**config.mk**
```make
export PLATFORM = sky130hd
export DESIGN_NAME = controlador_temporizador_32
export DESIGN_NICKNAME = d
export VERILOG_FILES = /design/src/rtl/controlador_temporizador_32.sv
export SDC_FILE = /design/constraint.sdc
export NUM_CORES = 1
export LEC_CHECK = 0
export ABC_AREA = 0
export CAP_MARGIN = 20
export CORE_MARGIN = 2
export CORE_UTILIZATION = 46
export DETAILED_ROUTE_END_ITERATION = 8
export PLACE_DENSITY_LB_ADDON = 0.1
export SYNTH_ARGS = -nofsm -noshare
export SYNTH_HDL_FRONTEND = slang
export SYNTH_SLANG_ARGS = --single-unit
export TNS_END_PERCENT = 10
```
**constraint.sdc**
```tcl
create_clock -name clk -period 2.37 [get_ports clk]
set_input_delay 0.237 -clock clk [delete_from_list [all_inputs] [get_ports clk]]
set_output_delay 0.237 -clock clk [all_outputs]
set_load 0.005 [all_outputs]
```
**src/rtl/controlador_temporizador_32.sv**
```systemverilog
// Timer controller for an external 32-bit up/down counter: prescaled ticks,
// one-shot or periodic expiry, event pulse and sticky irq/overrun flags.
module controlador_temporizador_32 #(
    parameter int PRE_W = 16
) (
    input  logic             clk,
    input  logic             rst,
    input  logic             start,
    input  logic             stop,
    input  logic             hold,
    input  logic             mode,
    input  logic             dir,
    input  logic [31:0]      reload,
    input  logic [PRE_W-1:0] presc,
    input  logic             irq_clr,
    input  logic             cnt_tc,
    output logic             cnt_ena,
    output logic             cnt_load,
    output logic             cnt_up,
    output logic [31:0]      cnt_d,
    output logic             busy,
    output logic             ev,
    output logic             irq,
    output logic             ovr
);

    typedef enum logic [1:0] {
        IDLE = 2'd0,
        LOAD = 2'd1,
        RUN  = 2'd2
    } state_t;

    state_t           state_reg, state_next;
    logic [PRE_W-1:0] pre_reg, pre_next;
    logic [PRE_W-1:0] presc_reg;
    logic [31:0]      reload_reg;
    logic             mode_reg, dir_reg;
    logic             ev_reg, irq_reg, ovr_reg;
    logic             tick, expiry;

    always_comb begin
        tick   = (state_reg == RUN) && (pre_reg == presc_reg);
        expiry = tick && !hold && cnt_tc;
    end

    // Next state: stop beats start, start beats the normal flow.
    always_comb begin
        state_next = state_reg;
        if (stop) begin
            state_next = IDLE;
        end else if (start) begin
            state_next = LOAD;
        end else begin
            case (state_reg)
                IDLE:    state_next = IDLE;
                LOAD:    state_next = RUN;
                RUN:     if (expiry) state_next = mode_reg ? LOAD : IDLE;
                default: state_next = IDLE;
            endcase
        end
    end

    always_comb begin
        pre_next = pre_reg;
        if (state_reg == LOAD) begin
            pre_next = '0;
        end else if (state_reg == RUN && !hold) begin
            pre_next = tick ? '0 : pre_reg + PRE_W'(1);
        end
    end

    always_comb begin
        cnt_load = (state_reg == LOAD);
        cnt_ena  = (state_reg == LOAD) || (tick && !hold);
        busy     = (state_reg != IDLE);
        cnt_up   = dir_reg;
        cnt_d    = reload_reg;
        ev       = ev_reg;
        irq      = irq_reg;
        ovr      = ovr_reg;
    end

    always_ff @(posedge clk) begin
        if (rst) begin
            state_reg  <= IDLE;
            pre_reg    <= '0;
            presc_reg  <= '0;
            reload_reg <= '0;
            mode_reg   <= 1'b0;
            dir_reg    <= 1'b1;
        end else begin
            state_reg <= state_next;
            pre_reg   <= pre_next;
            if (start && !stop) begin
                presc_reg  <= presc;
                reload_reg <= reload;
                mode_reg   <= mode;
                dir_reg    <= dir;
            end
        end
    end

    // A fresh expiry outranks irq_clr: irq stays set and overrun is dropped.
    always_ff @(posedge clk) begin
        if (rst) begin
            ev_reg  <= 1'b0;
            irq_reg <= 1'b0;
            ovr_reg <= 1'b0;
        end else begin
            ev_reg <= expiry;
            if (expiry) begin
                irq_reg <= 1'b1;
                ovr_reg <= irq_clr ? 1'b0 : (ovr_reg || irq_reg);
            end else if (irq_clr) begin
                irq_reg <= 1'b0;
                ovr_reg <= 1'b0;
            end
        end
    end

endmodule

```
# ---- Word-level counts from Yosys, hierarchy flattened
# Index checks and enable logic that the tools add are counted.
dict set report op_classes {
  add_sub_neg 1
  multipliers 0
  n_div 0
  order_cmp 0
  eq_ne 5
  n_shift 0
  mux 9
  bitwise_logic 0
  n_reduce_logical 14
}
# op n
set ops {}
lappend ops {{adder 16 x 1 -> 16 bit (second input constant)} 1}
lappend ops {{equality test 16 bit} 1}
lappend ops {{2-to-1 mux 16 bit} 1}
lappend ops {{2-to-1 mux 1 bit} 6}
lappend ops {{logical AND 1 bit} 5}
lappend ops {{case mux 2 bit (2 select lines)} 1}
lappend ops {{nonzero test 2 bit} 2}
lappend ops {{OR reduction 2 bit} 2}
lappend ops {{!= test 3 bit (second input constant)} 1}
lappend ops {{OR reduction 3 bit} 1}
lappend ops {{equality test 2 x 1 -> 1 bit (second input constant)} 1}
lappend ops {{equality test 2 bit (second input constant)} 1}
lappend ops {{logical NOT 1 bit} 2}
lappend ops {{logical OR 1 bit} 2}
lappend ops {{2-to-1 mux 2 bit} 1}
lappend ops {{!= test 2 bit (second input constant)} 1}
dict set report totals {
  reg_bits 71
  latch_bits 0
  mem_bits_rw 0
  romBits 0
  out_inout_bits 39
  wordCells 39
  memories 0
}

# ---- Logic depth before layout (Yosys ltp)
# Gate-level depths: netlist of the first run.
dict set report depth {
  depth_word 7
  depth_mapped 8
}

# ---- Worst setup path before layout of the first run
# No wires, ideal clock.
dict set report synth_path {
  kind {register -> register}
  start {register state_reg[0]}
  end {register pre_reg[6]}
  setup_ns 0.115
  arrival_ns 1.701
  setup_slack_ns 0.554
  path_stages_with_launch 8
  path_buffers 1
  period_less_slack_ns 1.816
  cell_sequence {dfxtp_1 > inv_1 > ha_1 > nand4_1 > or4_4 > o31ai_4 > buf_6 > nor2_1}
}
dict set report synth_between {
  elab_chain_cells 3
  elab_cells_between_ends 6
  cone_classes {eq/ne: 2; mux: 1; reduce/logical: 3}
}
# item line_no
set synth_rtl {}
lappend synth_rtl {{start: declaration} 33} ;# state_t state_reg, state_next;
lappend synth_rtl {{start signal: assignment} 92} ;# state_reg <= state_next;
lappend synth_rtl {{equality test 2 bit} {42, 67}}
lappend synth_rtl {{logical AND 1 bit} 42} ;# tick = (state_reg == RUN) && (pre_reg == presc_reg);
lappend synth_rtl {{2-to-1 mux 16 bit} 68} ;# pre_next = tick ? '0 : pre_reg + PRE_W'(1);
lappend synth_rtl {{end signal: assignment} 93} ;# pre_reg <= pre_next;
lappend synth_rtl {{end: declaration} 34} ;# logic [PRE_W-1:0] pre_reg, pre_next;
# Several ways; a longest one is shown, not always the timed one.
# A chain may end at the register's enable or synchronous reset.

# ---- Worst setup path in the final report of the first run
dict set report layout_path {
  start {register state_reg[0]}
  end {output port cnt_ena}
}
dict set report layout_between {
  elab_chain_cells 4
  elab_cells_between_ends 5
  cone_classes {eq/ne: 2; reduce/logical: 3}
}
# item line_no
set layout_rtl {}
lappend layout_rtl {{equality test 2 bit} 42}
lappend layout_rtl {{logical AND 1 bit} 42}
lappend layout_rtl {{logical AND 1 bit} 74} ;# cnt_ena = (state_reg == LOAD) || (tick && !hold);
lappend layout_rtl {{logical OR 1 bit *} 74}
lappend layout_rtl {{end: declaration} 17} ;# output logic cnt_ena,
# Every way passes the cells marked *; elsewhere a longest branch is shown, timed or not.

==> results by group, run 1 <==
Logic synthesis
  – Post-synth EDFFs: 0
  – Post-synthesis register bit count: 71
  – Compound-Gate Fraction of Synth Area: 0.1105
  – Post-Syn Area: 2967 um^2
  – Adder-cell share of the synthesized area: 0.01687
  – Yosys warning total: 0
  – Post-Syn Nets: 432
  – Cell variety after synth: 36
  – Mux cell area share after synthesis: 0.007170
  – Ys flop type: dfxtp_1
  – Post-synthesis area per instance: 7.996 um^2
  – Register area share after synthesis: 0.4791
  – Simple-gate area share of the yosys netlist: 0.2602
  – Syn Inst Count: about 370
  – Post-synth ARST share: 0
  – Post-Synth XOR/XNOR Area: 0.08520
  – Largest family of logic cells by synthesized area: simple AND/OR/NAND/NOR gates

Global routing
  – Routing usage on met1: 0.2764
  – First-pass GRT wire length: 12050 um
  – GRT Max-Usage Layer: met2
  – Met2 Usage GRT: 0.3391
  – Pin count of the biggest net entering global routing: 55
  – Met3 Use GR: 0.04326
  – Vias in the first global route: 2587
  – Grt ovf: 0
  – Initial antenna violation count: 0
  – Total Routing Usage GR: 0.2107

Finish
  – Area grow syn2layout: 42.22%
  – Fillers: 523
  – Max FFs per register: 32
  – Final Util: 0.6721
  – Layout cell share with drive strength beyond 1: 0.07643
  – Total Nets Final: 527
  – ANT cells: 0

Power
  – Power per cell area: 589.7 nW/um^2
  – LEAKAGE: 1.534 nW
  – Net Sw Power: 0.5828 mW
  – Combinational share of power: 0.126
  – Part of the power in the clock network: 0.369
  – Maximum VDD drop: ~0.50 mV
  – Sequential Power Share: 0.505
  – Sw Share: 0.2342
  – Pint: between 1.5 and 2 mW

STA
  – RSZ-0062 raised after global routing: no
  – Max_slew headroom: 0.6095
  – Max-slew violation count: 0
  – Max frequency: between 400 and 500 MHz
  – Tmin final: 2.235 ns
  – Final critical-path share of the clock period: 0.9432
  – Fin. Hold Viols: 0
  – Hold Slack: 0.1533 ns
  – Setup TNS: 0 ns
  – Setup-failing EPs final: 0
  – Worst-Margin Slew: 0.5858 ns
  – Skew final: 0.008316 ns

Worst setup path
  – CP Class: flip-flop to primary output
  – Crit path max-delay cell type: or4_4
  – CP endpoint kind: primary output
  – Worst-path cell chain: inv_1 > ha_1 > nand4_1 > or4_4 > o31ai_2 > dlygate4sd2_1
  – CP arrival: around 2 ns
  – Critical Path RT: 2.13 ns
  – Largest fanout on the critical path: 3
  – Max incr delay on CP: around 0.56 ns
  – Startpoint types: flip-flop

Drt
  – Initial drt markers: between 100 and 150
  – Via Count: ~2800
  – Post-route DRC: 0
  – Via density: between 5 and 6
  – Drt first pass iters: 5
  – Routed Antenna Nets: 0
  – Routed wire per std cell: 13.27 um
  – Final WL: 7273 um

Clocking
  – Clk_lat worst skew: 0.34 ns
  – Post-CTS setup buffer count: 0
  – Root Buffer Master: clkbuf_8
  – Hold Buf Count CTS: 0
  – Max Root-Sink Buffers: 2
  – H-tree levels: 3
  – TritonCTS clock tree: built
  – Total CTS buffers: 9
  – # clock sinks: 71
  – Worst-path clk slew: 0.07 ns

Run
  – # Max-Cap Violations: 0

Min path
  – Worst Hold Class: primary input to flip-flop

Die
  – Die height: 84.31 um
  – IO Count: 96
  – Cell row count: 29
  – Initial Util: 0.4726
  – Die W: 84.31 um
  – Die ar.: ~7100 um^2
  – CORE AREA: 6277 um^2

Placement
  – Placer's final routability congestion estimate: 0.7864
  – Port bufs: 95
  – Hpwl dp: about 5200 um

Status
  – Status: completed
layout by cell type (no fill, tap or decap), types with 2 or more instances in the layout:
master,instances
a21oi_1,50
and2_1,2
and3_1,2
buf_12,2
buf_4,8
clkbuf_1,4
clkbuf_8,9
clkdlybuf4s50_1,93
dfxtp_1,70
ha_1,4
inv_1,9
nand2_1,110
nand2b_2,2
nand3_1,7
nand4_1,10
nor2_1,24
nor2b_1,2
nor3_1,6
nor4_1,3
o21ai_0,2
or2b_2,2
xnor2_1,19
xor2_1,8
synthesized netlist by cell type, types with 3 or more instances:
cell | n | share of area
nor2_1 | 24 | 0.030
nor3_1 | 6 | 0.010
nor2b_1 | 3 | 0.0063
nor4_1 | 3 | 0.0063
xor2_1 | 8 | 0.024
a21oi_1 | 50 | 0.084
nand2_1 | 110 | 0.14
dfxtp_1 | 71 | 0.48
nand4_1 | 10 | 0.021
inv_1 | 9 | 0.011
ha_1 | 4 | 0.017
xnor2_1 | 19 | 0.056
clkbuf_1 | 19 | 0.024
nand3_1 | 7 | 0.012
power by group through the flow:
stage	clock network [mW]	logic, mW	registers [mW]
after floorplan	0	0.122	1.28
after global placement	0	0.311	1.28
after detailed placement	0	0.314	1.28
after CTS	0.941	0.316	1.26
after global routing	0.988	0.343	1.26
final	0.918	0.313	1.26
worst max-delay path: cells and delay by family (launching register included):
| kind | cells | cell delay [ns] |
|---|---|---|
| AOI/OAI and AO/OA | 1 | 0.18 |
| DFF | 1 | 0.33 |
| and+or+nand+nor | 2 | 0.64 |
| adders and majority gates | 1 | 0.18 |
| buffers and inverters | 2 | 0.34 |
through the flow:
stage / cell area [um^2] / total power, mW / std cells / worst slack (ns)
6_report: 4219 / 2.488 / 548 / 0.1345
3_5_place_dp: 4031 / 1.598 / 532 / 0.1323
3_3_place_gp: 4031 / 1.592 / 532 / 0.1472
5_1_grt: 4219 / 2.592 / 548 / 0.01503
2_1_floorplan: 2967 / 1.404 / 371 / 0.5539
4_1_cts: 4214 / 2.513 / 548 / 0.07195
cell families (layout without fill, tap and decap cells):
| kind of cell | count (synthesis) | in the layout |
|---|---|---|
| simple gates | 177 | 177 |
| flops | 71 | 71 |
| compound gates | 59 | 59 |
| buf+inv | 30 | 130 |
| xor+xnor | 28 | 28 |
| fa+ha+maj | 4 | 4 |
| mux | 2 | 2 |
area by class of cell:
| type | count | area [um^2] | share of cell area |
|---|---|---|---|
| inverter | 9 | 33.78 | 0.008007 |
| clock inverter | 3 | 43.79 | 0.01038 |
| multi-input combinational | 270 | 1439 | 0.3410 |
| sequential | 71 | 1423 | 0.3372 |
| clock buffer | 13 | 138.9 | 0.03292 |
| timing repair buffer | 105 | 1045 | 0.2476 |
| tap | 77 | 96.34 | 0.02284 |
worst paths after layout:
check	start	end	slack, ns	cells after the start
min	rst	irq	0.15	2
max reg2reg	state_reg[0]	state_reg[0]	0.40	7
max	state_reg[0]	cnt_ena	0.13	6
min reg2reg	cnt_d[13]	cnt_d[13]	0.45	2
per-layer routing:
layer,part of all wire,vias to the layer above
met5,0,-
met4,0.020,0
met3,0.059,13
met2,0.47,93
met1,0.46,1252
li1,-,1399
timing repair:
action	4_1_cts	5_1_grt
endpoints found under the setup margin	1	1
resized for setup	2	1
gates cloned	0	0
hold endpoints to repair	0	0
No activity file was read; power rests on OpenSTA's default activity.
==> run 2, diff against run 1 <==
Settings changed: CAP_MARGIN 20 to not set.
==> results of run 2 <==
Same layout as run 1: the final DEF is identical, and so are final timing and power.
==> run 3, diff against run 2 <==
Settings changed: CORE_ASPECT_RATIO set to 1.25.
==> run 3 against run 2 <==
  * First-iteration DRC count decreased by 13%
  * Sequential power barely moved
  * Sequential share of layout area shrank 0.30 points
  * Global-route usage increased by 1.7 points
  * Largest cell class unchanged
  * Hold slack gained 0.11 ns
  * Via count shrank 1.2%
  * Cell count increased by 1.5%
  * Routed wire length grew 0.67%
  * Sequential cell count did not move
  * Critical path type unchanged
  * Highest routed layer unchanged
==> results by group, run 3 (synthesis results as in run 1) <==
Finish
  – Total Nets Final: 527 (unchanged)
  – Multi-input logic area: 1441 um^2 (+0.17%)
  – Area grow syn2layout: 43.61%
  – Final Util: 0.6865 (+0.01438)
  – FF/Latch Area: 1424 um^2 (about the same)
  – Layout cell share with drive strength beyond 1: 0.08493 (+0.008493)
  – ANT cells: 0 (unchanged)
  – Most frequent cells in the layout: nand2_1, clkdlybuf4s50_1, dfxtp_1
  – Most common cell after layout, fill and taps aside: nand2_1
  – Fillers: 527 (+0.76%)
  – Max FFs per register: 32 (unchanged)

STA
  – Final critical-path share of the clock period: 0.9191 (-0.02413)
  – Max_slew headroom: 0.5701 (-0.03940)
  – Max-slew violation count: 0 (unchanged)
  – Fin worst setup slack: 0.1917 ns (+0.05719 ns)
  – Fin. Hold Viols: 0 (unchanged)
  – Worst-Margin Slew: 0.6390 ns (+0.05320 ns)
  – Skew final: 0.009683 ns (+0.001367 ns)
  – RSZ-0062 raised after global routing: no
  – Tmin final: 2.178 ns (-0.05719 ns)
  – Setup TNS: 0 ns (unchanged)
  – Max frequency: 459.1 MHz (+2.6%)
  – Setup-failing EPs final: 0 (unchanged)

Clocking
  – Worst-path clk slew: 0.07 ns (about the same)
  – Max Root-Sink Buffers: 2 (unchanged)
  – TritonCTS clock tree: built
  – Root Buffer Master: clkbuf_8
  – Clk_lat worst skew: 0.34 ns (about the same)
  – Post-CTS setup buffer count: 0 (unchanged)
  – H-tree levels: 3 (unchanged)
  – Total CTS buffers: 9 (unchanged)
  – # clock sinks: 71 (unchanged)

Die
  – IO Count: 96 (unchanged)
  – CORE AREA: 6206 um^2 (-1.1%)
  – Initial Util: 0.4780 (+0.005431)
  – Cell row count: 32 (+10%)
  – Die W: 75.83 um (-10%)
  – Die ar.: 7112 um^2 (about the same)
  – Die height: 93.79 um (+11%)

Worst setup path
  – Startpoint types: flip-flop
  – Setup crit end: cnt_ena
  – Crit-path leading delay family: simple AND/OR/NAND/NOR gates
  – Worst Setup SP: state_reg[0]
  – Critical Path RT: 2.13 ns (about the same)
  – R2r startpoint: state_reg[0]
  – CP Buf/Inv Count: 2 (unchanged)
  – Largest fanout on the critical path: 3 (unchanged)
  – Reg2reg path depth: 7 (unchanged)
  – CP endpoint kind: primary output
  – RR Endpoint: state_reg[0]
  – Worst-path cell chain: inv_1 > ha_1 > nand4_1 > or4_4 > o31ai_1 > clkbuf_2
  – Crit path max-delay cell type: or4_4
  – Reg2reg setup slack: 0.27 ns (-0.13 ns)
  – Max incr delay on CP: 0.56 ns (about the same)
  – CP Class: flip-flop to primary output
  – CP arrival: 1.94 ns (-0.06 ns)
  – WP depth: 6 (unchanged)

Drt
  – Initial drt markers: 113 (-13%)
  – Via density: 4.901 (-2.6%)
  – Via Count: 2725 (-1.2%)
  – Drt first pass iters: 4 (-1)
  – Routed Antenna Nets: 0 (unchanged)
  – Post-route DRC: 0 (unchanged)
  – Final WL: 7322 um (+0.67%)
  – Routed wire per std cell: 13.17 um (-0.77%)

Placement
  – Place WS: 0.1518 ns (+0.01950 ns)
  – Placer's final routability congestion estimate: 0.8004 (+1.8%)
  – Port bufs: 95 (unchanged)
  – Hpwl dp: 5203 um (+1.0%)

Power
  – LEAKAGE: 1.547 nW (+0.86%)
  – Maximum VDD drop: 0.3633 mV (-27%)
  – Power per cell area: 613.2 nW/um^2 (+4.0%)

Min path
  – Worst Hold Class: primary input to flip-flop

Run
  – # Max-Cap Violations: 0 (unchanged)

Global routing
  – Pin count of the biggest net entering global routing: 42 (-24%)
  – Total Routing Usage GR: 0.2275 (+0.01680)
  – Vias in the first global route: 2681 (+3.6%)
  – Grt ovf: 0 (unchanged)
  – Initial antenna violation count: 0 (unchanged)
  – First-pass GRT wire length: 12280 um (+1.9%)

Status
  – Status: completed
[run 3: cell types whose count changed in the layout (fill, tap and decap cells not counted)]
cell / previous run / this run
xnor2_2: 1 / 2
xnor2_1: 19 / 18
bufinv_16: 1 / 2
clkinv_4: 1 / 2
o31ai_2: 1 / 0
dfxtp_1: 70 / 69
dfxtp_2: 1 / 2
clkbuf_1: 4 / 2
dlygate4sd2_1: 1 / 0
o31ai_1: 1 / 2
clkbuf_2: 0 / 1
[run 3: per-layer routing]
layer	routed length, um	up-vias	GRT usage
li1	-	1402	-
met1	3207	1246	0.2910
met2	3543	72	0.3470
met3	494	5	0.08262
met4	76	0	0.08333
met5	0	-	0
[run 3: timing repair]
| item | in CTS | in global routing |
|---|---|---|
| endpoints found under the setup margin | 1 | 1 |
| hold endpoints to repair | 0 | 0 |
| cloned | 0 | 0 |
| hold buffers | 0 | 0 |
| resized for setup | 1 | 5 |
[run 3: metrics by stage]
stage	cells	hold slack, ns	total power [mW]	area, um^2
after global placement	540	0.4406	1.594	4041
final	556	0.2682	2.613	4260
after floorplan	371	0.3612	1.404	2967
after global routing	556	0.2879	2.731	4260
after detailed placement	540	0.4467	1.599	4041
after CTS	556	0.2538	2.644	4254
[run 3: report_power, final]
| part | total [mW] | switching [mW] | internal (mW) | leakage, nW |
|---|---|---|---|---|
| registers | 1.25 | 0.0217 | 1.23 | 0.579 |
| logic | 0.316 | 0.130 | 0.186 | 0.861 |
| clock network | 1.04 | 0.447 | 0.596 | 0.107 |
| total | 2.61 | 0.598 | 2.01 | 1.55 |
[run 3: how the worst min path moves through the flow]
stage	cells after the start	end	slack, ns	from
final	2	cnt_d[21]	0.27	rst
after global routing	2	cnt_d[26]	0.29	rst
after CTS	2	cnt_d[27]	0.25	rst
after detailed placement	2	cnt_d[10]	0.45	cnt_d[10]
after global placement	2	cnt_d[29]	0.44	cnt_d[29]
after floorplan	2	cnt_up	0.36	dir
[run 3: area by class of cell]
cell class,count,area share
repair buffers,105,0.2443
clock buffers,11,0.03084
well taps,85,0.02496
flip-flops and latches,71,0.3342
multi-input cells,270,0.3383
clock inverters,5,0.01938
inverters,9,0.007930
==> patch (flow settings as in run 3) <==
`PRE_W`: 16 -> 32.
--- a/src/rtl/controlador_temporizador_32.sv
+++ b/src/rtl/controlador_temporizador_32.sv
@@ -2,5 +2,5 @@
 // one-shot or periodic expiry, event pulse and sticky irq/overrun flags.
 module controlador_temporizador_32 #(
-    parameter int PRE_W = 16
+    parameter int PRE_W = 32
 ) (
     input  logic             clk,
Interface: changed (resized presc); port bits go from 96 to 112. The function was not compared with the original's and may differ.
==> patch against run 3 <==
- worst setup slack got worse by 0.010 ns
- synthesized cell count grew 44%
- wire length increased by 53%
- global-route usage fell by 0.33 points
- total power up 34%
- synthesized area up 46%
- design area up 40%
- sequential cell count increased by 32
- critical endpoint unchanged
- largest cell class unchanged
==> patch: results (changes against run 3) <==
INFO  metric register_to_register_path_depth = 9 (was 7)
INFO  metric port_buffers = 111 (was 95)
INFO  metric final.fill_count = 837 (was 527)
INFO  metric setup_slack_of_the_worst_register_to_register_path = 0.36 ns (was 0.27 ns)
INFO  metric dp_hpwl = 8370 um (was 5200 um)
INFO  metric powerClk = 1.29 mW (was 1.04 mW)
INFO  metric outcome = complete, no violations (unchanged)
INFO  metric met3_track_utilization_from_global_routing = 6.38% (was 8.26%)
INFO  metric hold-worst-slack = 0.278 ns (was 0.268 ns)
INFO  metric finClkSkew = 0.00780 ns (was 0.00968 ns)
INFO  metric gp_congestion = 0.881 (was 0.800)
INFO  metric synth.top_cells.by_count = sky130_fd_sc_hd__nand2_1 (147), sky130_fd_sc_hd__dfxtp_1 (103), sky130_fd_sc_hd__a21oi_1 (66) (was sky130_fd_sc_hd__nand2_1 (110), sky130_fd_sc_hd__dfxtp_1 (71), sky130_fd_sc_hd__a21oi_1 (50))
INFO  metric seq_total_area_yosys = 47.5% (was 47.9%)
INFO  metric clk_root_buffer_cell = sky130_fd_sc_hd__clkbuf_16 (was sky130_fd_sc_hd__clkbuf_8)
INFO  metric netlist-cell-type-count = 39 (was 36)
INFO  metric drt-vias-per-instance = 5.05 (was 4.90)
INFO  metric groute.layer.met1.usage = 25.9% (was 29.1%)
INFO  metric grt_first_pass_wirelength = 18500 um (was 12300 um)
INFO  metric internal_power = 2.71 mW (was 2.01 mW)
INFO  metric netlist_top_cells_area = sky130_fd_sc_hd__dfxtp_1 (48%), sky130_fd_sc_hd__nand2_1 (13%), sky130_fd_sc_hd__xnor2_1 (8.1%) (was sky130_fd_sc_hd__dfxtp_1 (48%), sky130_fd_sc_hd__nand2_1 (14%), sky130_fd_sc_hd__a21oi_1 (8.4%))
INFO  metric syn_inst = 534 (was 371)
INFO  metric global_routing_usage_on_met2 = 40.0% (was 34.7%)
INFO  metric final_net_count = 722 (was 527)
INFO  metric power.leakage = 2.12 nW (was 1.55 nW)
INFO  metric holdPathEnd = ev$_SDFF_PP0_ (was cnt_d[21]$_SDFFE_PP0P_)
INFO  metric p_comb = 0.399 mW (was 0.316 mW)
INFO  metric initialDrtViolationCount = 141 (was 113)
INFO  metric largest_net_degree_at_the_start_of_global_routing = 40 (was 42)
INFO  metric ir_worst_vdd = 333 uV (was 363 uV)
INFO  metric placed_cells = 756 (was 540)
INFO  metric timing.rr.end = pre_reg[18]$_SDFFE_PP0P_ (was state_reg[0]$_SDFFE_PP0P_)
-- patch: cell types whose count changed in the layout (fill, tap and decap cells not counted), sizes merged, moves of 4 or more --
cell and change:
nand2 +37, dfxtp +32, xnor2 +20, nor2 +18, a21oi +16, clkdlybuf4s50 +16, nand4 +8, xor2 +8
buf +5, nand2b +5, nor3 +5, inv +4
-- patch: cell type report --
type	count	area [um2]	area share, %
Sequential cell	103	2070	34.9
Clock inverter	2	10.0	0.168
Timing Repair Buffer	126	1270	21.3
Inverter	13	48.8	0.820
Clock buffer	12	236	3.98
Tap cell	123	154	2.59
Multi-Input combinational cell	392	2160	36.3
-- patch: per-layer routing --
| layer | up-vias | share of wire [%] |
|---|---|---|
| met5 | - | 0 |
| met4 | 0 | 1.6 |
| met3 | 18 | 6.6 |
| met2 | 111 | 50 |
| met1 | 1792 | 42 |
| li1 | 1973 | - |
-- patch: kinds of logic (layout without fill, tap and decap cells) --
group	count (synthesis)	in the layout	share of synthesized area (%)
buf+inv	39	153	3.92
simple gates	254	254	26.1
fa+ha+maj	4	4	1.15
compound gates	77	77	9.72
flops	103	103	47.5
xor+xnor	56	56	11.3
mux	1	1	0.231
-- patch: worst max-delay path by stage --
stage / from / endpoint / cells after the start / slack (ns)
2_1_floorplan: state_reg[0]$_SDFFE_PP0P_ / pre_reg[27]$_SDFFE_PP0P_ / 8 / 0.62
3_3_place_gp: presc_reg[9]$_SDFFE_PP0P_ / cnt_ena / 6 / 0.26
3_5_place_dp: pre_reg[1]$_SDFFE_PP0P_ / cnt_ena / 5 / 0.22
4_1_cts: presc_reg[30]$_SDFFE_PP0P_ / cnt_ena / 6 / 0.18
5_1_grt: pre_reg[11]$_SDFFE_PP0P_ / cnt_ena / 6 / 0.09
6_report: presc_reg[9]$_SDFFE_PP0P_ / cnt_ena / 6 / 0.18
-- patch: what timing repair did --
item	in CTS	in global routing
buffers inserted	1	0
endpoints found under the setup margin	1	0
gates resized for setup	16	0
endpoints found under the hold margin	0	0
-- patch: worst max-delay path, stage by stage (launching register included) --
cell and delay, ns:
sky130_fd_sc_hd__dfxtp_1 0.37, sky130_fd_sc_hd__nand2b_1 0.14, sky130_fd_sc_hd__o2111ai_1 0.13, sky130_fd_sc_hd__nor4_2 0.35, sky130_fd_sc_hd__and4_4 0.29, sky130_fd_sc_hd__a21o_1 0.12
sky130_fd_sc_hd__dlygate4sd2_1 0.23
-- patch: through the flow --
| stage | cell area [um2] | setup WS, ns |
|---|---|---|
| after floorplan | 4340 | 0.617 |
| after global placement | 5640 | 0.263 |
| after detailed placement | 5640 | 0.217 |
| after CTS | 5950 | 0.183 |
| after global routing | 5950 | 0.0868 |
| final | 5950 | 0.181 |
